===== config.mk =====
export PLATFORM = sky130hd
export DESIGN_NAME = demux2_64bit_stream_flat
export DESIGN_NICKNAME = d
export VERILOG_FILES = /design/src/rtl/demux2_64bit_stream_if.sv /design/src/rtl/demux2_64bit_stream.sv /design/src/flat_wrapper.sv
export SDC_FILE = /design/constraint.sdc
export NUM_CORES = 1
export LEC_CHECK = 0
export CAP_MARGIN = 20
export CORE_UTILIZATION = 47
export DETAILED_ROUTE_END_ITERATION = 10
export GPL_ROUTABILITY_DRIVEN = 0
export PLACE_DENSITY = 0.87
export SYNTH_ARGS = -nofsm -noshare
export SYNTH_HDL_FRONTEND = slang
export SYNTH_SLANG_ARGS = --single-unit

===== constraint.sdc =====
create_clock -name clk -period 3.7 [get_ports clk]
set_input_delay 0.925 -clock clk [delete_from_list [all_inputs] [get_ports clk]]
set_output_delay 0.925 -clock clk [all_outputs]
set_load 0.01 [all_outputs]

===== src/rtl/demux2_64bit_stream_if.sv =====
// Stream bundle for demux2_64bit_stream: one input channel, two output channels.
// slave  : the demux side (consumes In, produces o0/o1).
// master : the producer/consumer side that drives the demux.
interface demux2_64bit_stream_if #(
    parameter int WIDTH = 64
);
    logic [WIDTH-1:0] In;
    logic             in_valid;
    logic             select;
    logic             in_ready;
    logic [WIDTH-1:0] o0;
    logic             o0_valid;
    logic             o0_ready;
    logic [WIDTH-1:0] o1;
    logic             o1_valid;
    logic             o1_ready;

    modport slave (
        input  In, in_valid, select, o0_ready, o1_ready,
        output in_ready, o0, o0_valid, o1, o1_valid
    );

    modport master (
        output In, in_valid, select, o0_ready, o1_ready,
        input  in_ready, o0, o0_valid, o1, o1_valid
    );
endinterface


===== src/rtl/demux2_64bit_stream.sv =====
// Registered 1-to-2 demultiplexer for a 64-bit valid/ready stream.
// Each beat goes to o0 or o1 according to its select bit; each output has one
// holding register, and in_ready looks only at the selected channel so a stalled
// consumer never blocks traffic headed for the other one.
// Optional macro DEMUX2_64BIT_CNT_EN: when defined, per-channel accepted-beat
// counters drive cnt0/cnt1; otherwise both are tied to zero.
module demux2_64bit_stream #(
    parameter int WIDTH = 64,
    parameter int CNT_W = 16
) (
    input  logic                  clk,
    input  logic                  rst_n,
    demux2_64bit_stream_if.slave  bus,
    output logic [CNT_W-1:0]      cnt0,
    output logic [CNT_W-1:0]      cnt1
);

    typedef enum logic {
        EMPTY = 1'b0,
        FULL  = 1'b1
    } chan_state_t;

    chan_state_t      st0_q, st0_d;
    chan_state_t      st1_q, st1_d;
    logic [WIDTH-1:0] d0_q, d1_q;
    logic             rdy;
    logic             load0, load1;
    logic             drain0, drain1;

    // Handshake decode: acceptance depends only on the selected channel's slot.
    always_comb begin
        drain0 = (st0_q == FULL) && bus.o0_ready;
        drain1 = (st1_q == FULL) && bus.o1_ready;
        if (bus.select) begin
            rdy = (st1_q == EMPTY) || bus.o1_ready;
        end else begin
            rdy = (st0_q == EMPTY) || bus.o0_ready;
        end
        load0 = bus.in_valid && rdy && !bus.select;
        load1 = bus.in_valid && rdy &&  bus.select;
    end

    // Per-channel next state: a load always fills, a drain without load empties.
    always_comb begin
        st0_d = st0_q;
        st1_d = st1_q;
        if (load0) begin
            st0_d = FULL;
        end else if (drain0) begin
            st0_d = EMPTY;
        end
        if (load1) begin
            st1_d = FULL;
        end else if (drain1) begin
            st1_d = EMPTY;
        end
    end

    // Channel state registers.
    always_ff @(posedge clk or negedge rst_n) begin
        if (!rst_n) begin
            st0_q <= EMPTY;
            st1_q <= EMPTY;
        end else begin
            st0_q <= st0_d;
            st1_q <= st1_d;
        end
    end

    // Holding registers: capture the beat on load, otherwise keep the last value.
    always_ff @(posedge clk or negedge rst_n) begin
        if (!rst_n) begin
            d0_q <= '0;
            d1_q <= '0;
        end else begin
            if (load0) begin
                d0_q <= bus.In;
            end
            if (load1) begin
                d1_q <= bus.In;
            end
        end
    end

    // Drive the bus outputs from the registered state.
    always_comb begin
        bus.in_ready = rdy;
        bus.o0       = d0_q;
        bus.o1       = d1_q;
        bus.o0_valid = (st0_q == FULL);
        bus.o1_valid = (st1_q == FULL);
    end

`ifdef DEMUX2_64BIT_CNT_EN
    // Accepted-beat counters, free-running modulo 2^CNT_W.
    always_ff @(posedge clk or negedge rst_n) begin
        if (!rst_n) begin
            cnt0 <= '0;
            cnt1 <= '0;
        end else begin
            if (load0) begin
                cnt0 <= cnt0 + CNT_W'(1);
            end
            if (load1) begin
                cnt1 <= cnt1 + CNT_W'(1);
            end
        end
    end
`else
    // Counters not built: report zero.
    always_comb begin
        cnt0 = '0;
        cnt1 = '0;
    end
`endif

endmodule


===== src/flat_wrapper.sv =====
// flat-port wrapper written by rule: the top's interface ports become plain ports
module demux2_64bit_stream_flat 
#(
    parameter int WIDTH = 64,
    parameter int CNT_W = 16
)
  (clk, rst_n, cnt0, cnt1, bus_In, bus_in_valid, bus_select, bus_o0_ready, bus_o1_ready, bus_in_ready, bus_o0, bus_o0_valid, bus_o1, bus_o1_valid);
  demux2_64bit_stream_if #(.WIDTH(WIDTH)) bus_i ();
  input  logic clk;
  input  logic rst_n;
  output logic [CNT_W-1:0] cnt0;
  output logic [CNT_W-1:0] cnt1;
  input wire logic [$bits(bus_i.In)-1:0] bus_In;
  input wire logic [$bits(bus_i.in_valid)-1:0] bus_in_valid;
  input wire logic [$bits(bus_i.select)-1:0] bus_select;
  input wire logic [$bits(bus_i.o0_ready)-1:0] bus_o0_ready;
  input wire logic [$bits(bus_i.o1_ready)-1:0] bus_o1_ready;
  output wire logic [$bits(bus_i.in_ready)-1:0] bus_in_ready;
  output wire logic [$bits(bus_i.o0)-1:0] bus_o0;
  output wire logic [$bits(bus_i.o0_valid)-1:0] bus_o0_valid;
  output wire logic [$bits(bus_i.o1)-1:0] bus_o1;
  output wire logic [$bits(bus_i.o1_valid)-1:0] bus_o1_valid;
  assign bus_i.In = bus_In;
  assign bus_i.in_valid = bus_in_valid;
  assign bus_i.select = bus_select;
  assign bus_i.o0_ready = bus_o0_ready;
  assign bus_i.o1_ready = bus_o1_ready;
  assign bus_in_ready = bus_i.in_ready;
  assign bus_o0 = bus_i.o0;
  assign bus_o0_valid = bus_i.o0_valid;
  assign bus_o1 = bus_i.o1;
  assign bus_o1_valid = bus_i.o1_valid;
  demux2_64bit_stream #(.WIDTH(WIDTH), .CNT_W(CNT_W)) u_core (.clk(clk), .rst_n(rst_n), .bus(bus_i), .cnt0(cnt0), .cnt1(cnt1));
endmodule

==> impl_metrics.toml <==
[run_status]
status = "finished, violations left"
violations = "DRC"

[routing]
viasPerCell = 4.80
drtIter0Drc = 103
dr_total_vias = 3253
routed_wl_um = 12000
drc_errors = 14
post_drt_wl_per_cell_um = 17.7
final_antenna_net_count = 0
dr.pass1.iters = 7

[sta]
tns_ps = 0
skew_ps = 4.39
setup_viol = 0
rsz0062_at_grt = "no"
period_share_pct = 87.2
tightest_slew_ps = 669
fmax_mhz = 310
slew_viol_final = 0
min_period_ps = 3220
final-hold-violation-count = 0
max_slew_margin_pct = 55.4

[clocking]
ctsRootBufferMaster = "clkbuf_16"
clock_sinks = 130
cts_buffer_depth = 2
cts_setup_buffers = 0
h-tree-depth = 4
cts-buffers-inserted = 17
postCtsHoldBufs = 0
clk_pin_slew_ps = 50
cts_resized = 0
cts_tree = "built"
clk_latency_ps = 400

[worst_setup_path]
r2r_cells = 4
r2r_start = "u_core.bus.o1_valid$_DFFE_PN0P_"
endpoint = "bus_in_ready"
cp.required_ps = 2770
regToRegSetupSlack_ps = 2040
crit_arrival_ps = 2300
setup.worst_path.class = "in2out"
worstSetupStartpoint = "bus_o1_ready"
cp-end-kind = "output pin"
worstSetupStartpointType = "primary input"
reg2reg_to = "u_core.bus.o1[63]$_DFFE_PN0P_"
critPathMaxFanout = 3

[power]
ir_drop_uv = 300
power_density_nw_per_um2 = 567
power_leakage_uw = 0.00377

[synthesis]
synth.distinct_cells = 17
seq_area_frac_synth_pct = 57.4
synth_seq_cells = 130
syn_avg_cell_area_um2 = 18.0
postSynthCellCount = 314
syn_area_um2 = 5660
yosysWarnings = 0

[job]
drv_cap = 0

[placement]
io_buffers = 200
placed_cells = 648
dp_hpwl_um = 8190

[floorplan]
dieHeight_um = 112
die_w_um = 112
core_um2 = 11600
initial_utilization_pct = 49.0
dieArea_um2 = 12500
pin_count = 233
rows = 39

[cells_and_area]
n_antenna_cell = 0
syn_to_final_growth_pct = 43.4
finalNonFillerCells = 678
fill_cells = 767
layout.nets = 594
utilization_pct = 70.2
layout-drive-gt1-share_pct = 30.5

[global_route]
grt_max_degree = 65
grt_pass1_wl_um = 19500
grt-ovfl-total = 0
antenna_found_initial = 0
grt_usage_pct = 20.4
grt_pass1_vias = 3596

[hold_path]
hold_path_class = "reg2reg"
[layer usage]
layer | wire length (um) | share of wire, % | global-route usage [%] | vias to the layer above
li1 | - | - | - | 1442
met1 | 4820 | 40 | 24.7 | 1630
met2 | 5900 | 49 | 32.5 | 156
met3 | 987 | 8.2 | 7.95 | 25
met4 | 278 | 2.3 | 8.47 | 0
met5 | 0 | 0 | 0 | -
[final cells by class]
| class | count | area, um2 | area share (%) |
|---|---|---|---|
| repair buffers | 205 | 2070 | 25.5 |
| clock inverters | 7 | 60.1 | 0.739 |
| multi-input cells | 169 | 2080 | 25.7 |
| flip-flops and latches | 130 | 3250 | 40.1 |
| inverters | 1 | 3.75 | 0.0462 |
| well taps | 143 | 179 | 2.20 |
| clock buffers | 23 | 468 | 5.76 |
[how the worst min path moves through the flow]
| stage | startpoint | end | slack, ps | cells past startpoint |
|---|---|---|---|---|
| floorplan | u_core.bus.o0[0]$_DFFE_PN0P_ | u_core.bus.o0[0]$_DFFE_PN0P_ | 550 | 1 |
| global placement | u_core.bus.o0[63]$_DFFE_PN0P_ | u_core.bus.o0[63]$_DFFE_PN0P_ | 490 | 1 |
| detailed placement | u_core.bus.o1[0]$_DFFE_PN0P_ | u_core.bus.o1[0]$_DFFE_PN0P_ | 490 | 1 |
| CTS | u_core.bus.o1[22]$_DFFE_PN0P_ | u_core.bus.o1[22]$_DFFE_PN0P_ | 510 | 1 |
| global route | u_core.bus.o0[3]$_DFFE_PN0P_ | u_core.bus.o0[3]$_DFFE_PN0P_ | 520 | 1 |
| finish | u_core.bus.o0[51]$_DFFE_PN0P_ | u_core.bus.o0[51]$_DFFE_PN0P_ | 510 | 1 |
[critical path, cell delays in order]
cell and delay [ps]:
clkdlybuf4s50_1 450, and2b_4 210, a21oi_1 160, clkdlybuf4s50_1 550
[cells in the mapped netlist]
master    number  area [um2]
a21oi_1        1        5.00
and2b_4        1        10.0
buf_12         6         120
buf_4         32         240
buf_6          7        78.8
conb_1         1        3.75
dfrtp_1      130        3250
inv_1          1        3.75
mux2_2         8        90.1
mux2_4       120        1800
nand2_2        1        6.26
nand2b_1       1        6.26
nand3b_1       1        7.51
nor2_1         1        3.75
nor2_8         1        20.0
o21ai_0        1        5.00
or2b_1         1        7.51
[cell usage in the layout, fill, tap and decap left out, drive strengths merged]
cell type | synthesis | final
o21ai | 1 | 1
or2b | 1 | 1
bufinv | 0 | 1
clkinv | 0 | 6
a21oi | 1 | 1
mux2 | 128 | 128
nor2 | 2 | 2
nand2 | 1 | 1
conb | 1 | 32
buf | 45 | 6
nand3b | 1 | 1
and2b | 1 | 1
clkbuf | 0 | 23
nand2b | 1 | 1
inv | 1 | 1
dfrtp | 130 | 130
clkdlybuf4s50 | 0 | 199
[metrics by stage]
stage	power (uW)	hold slack [ps]	instance area, um2	setup WS [ps]
2_1_floorplan	2450	550	5780	1420
3_3_place_gp	3100	487	7590	510
3_5_place_dp	3130	491	7590	492
4_1_cts	4650	509	8120	478
5_1_grt	4820	516	8120	443
6_report	4610	506	8120	475
[state kept, by name (all words and copies together) (netlist names)]
signal and count:
u_core.bus.o0_valid 1, u_core.bus.o1 64, u_core.bus.o0 64, u_core.bus.o1_valid 1
[cell families after synthesis]
group / share of synthesized area (%)
mux: 33.4
other cells: 0.0662
simple gates: 1.08
buf+inv: 7.82
flops: 57.4
compound gates: 0.177
[power by group]
part	internal (uW)	switching (uW)	leakage, uW
clock network	943	553	0.000266
logic	845	429	0.00198
registers	1680	154	0.00153
Power figures use the tool's default switching activity.
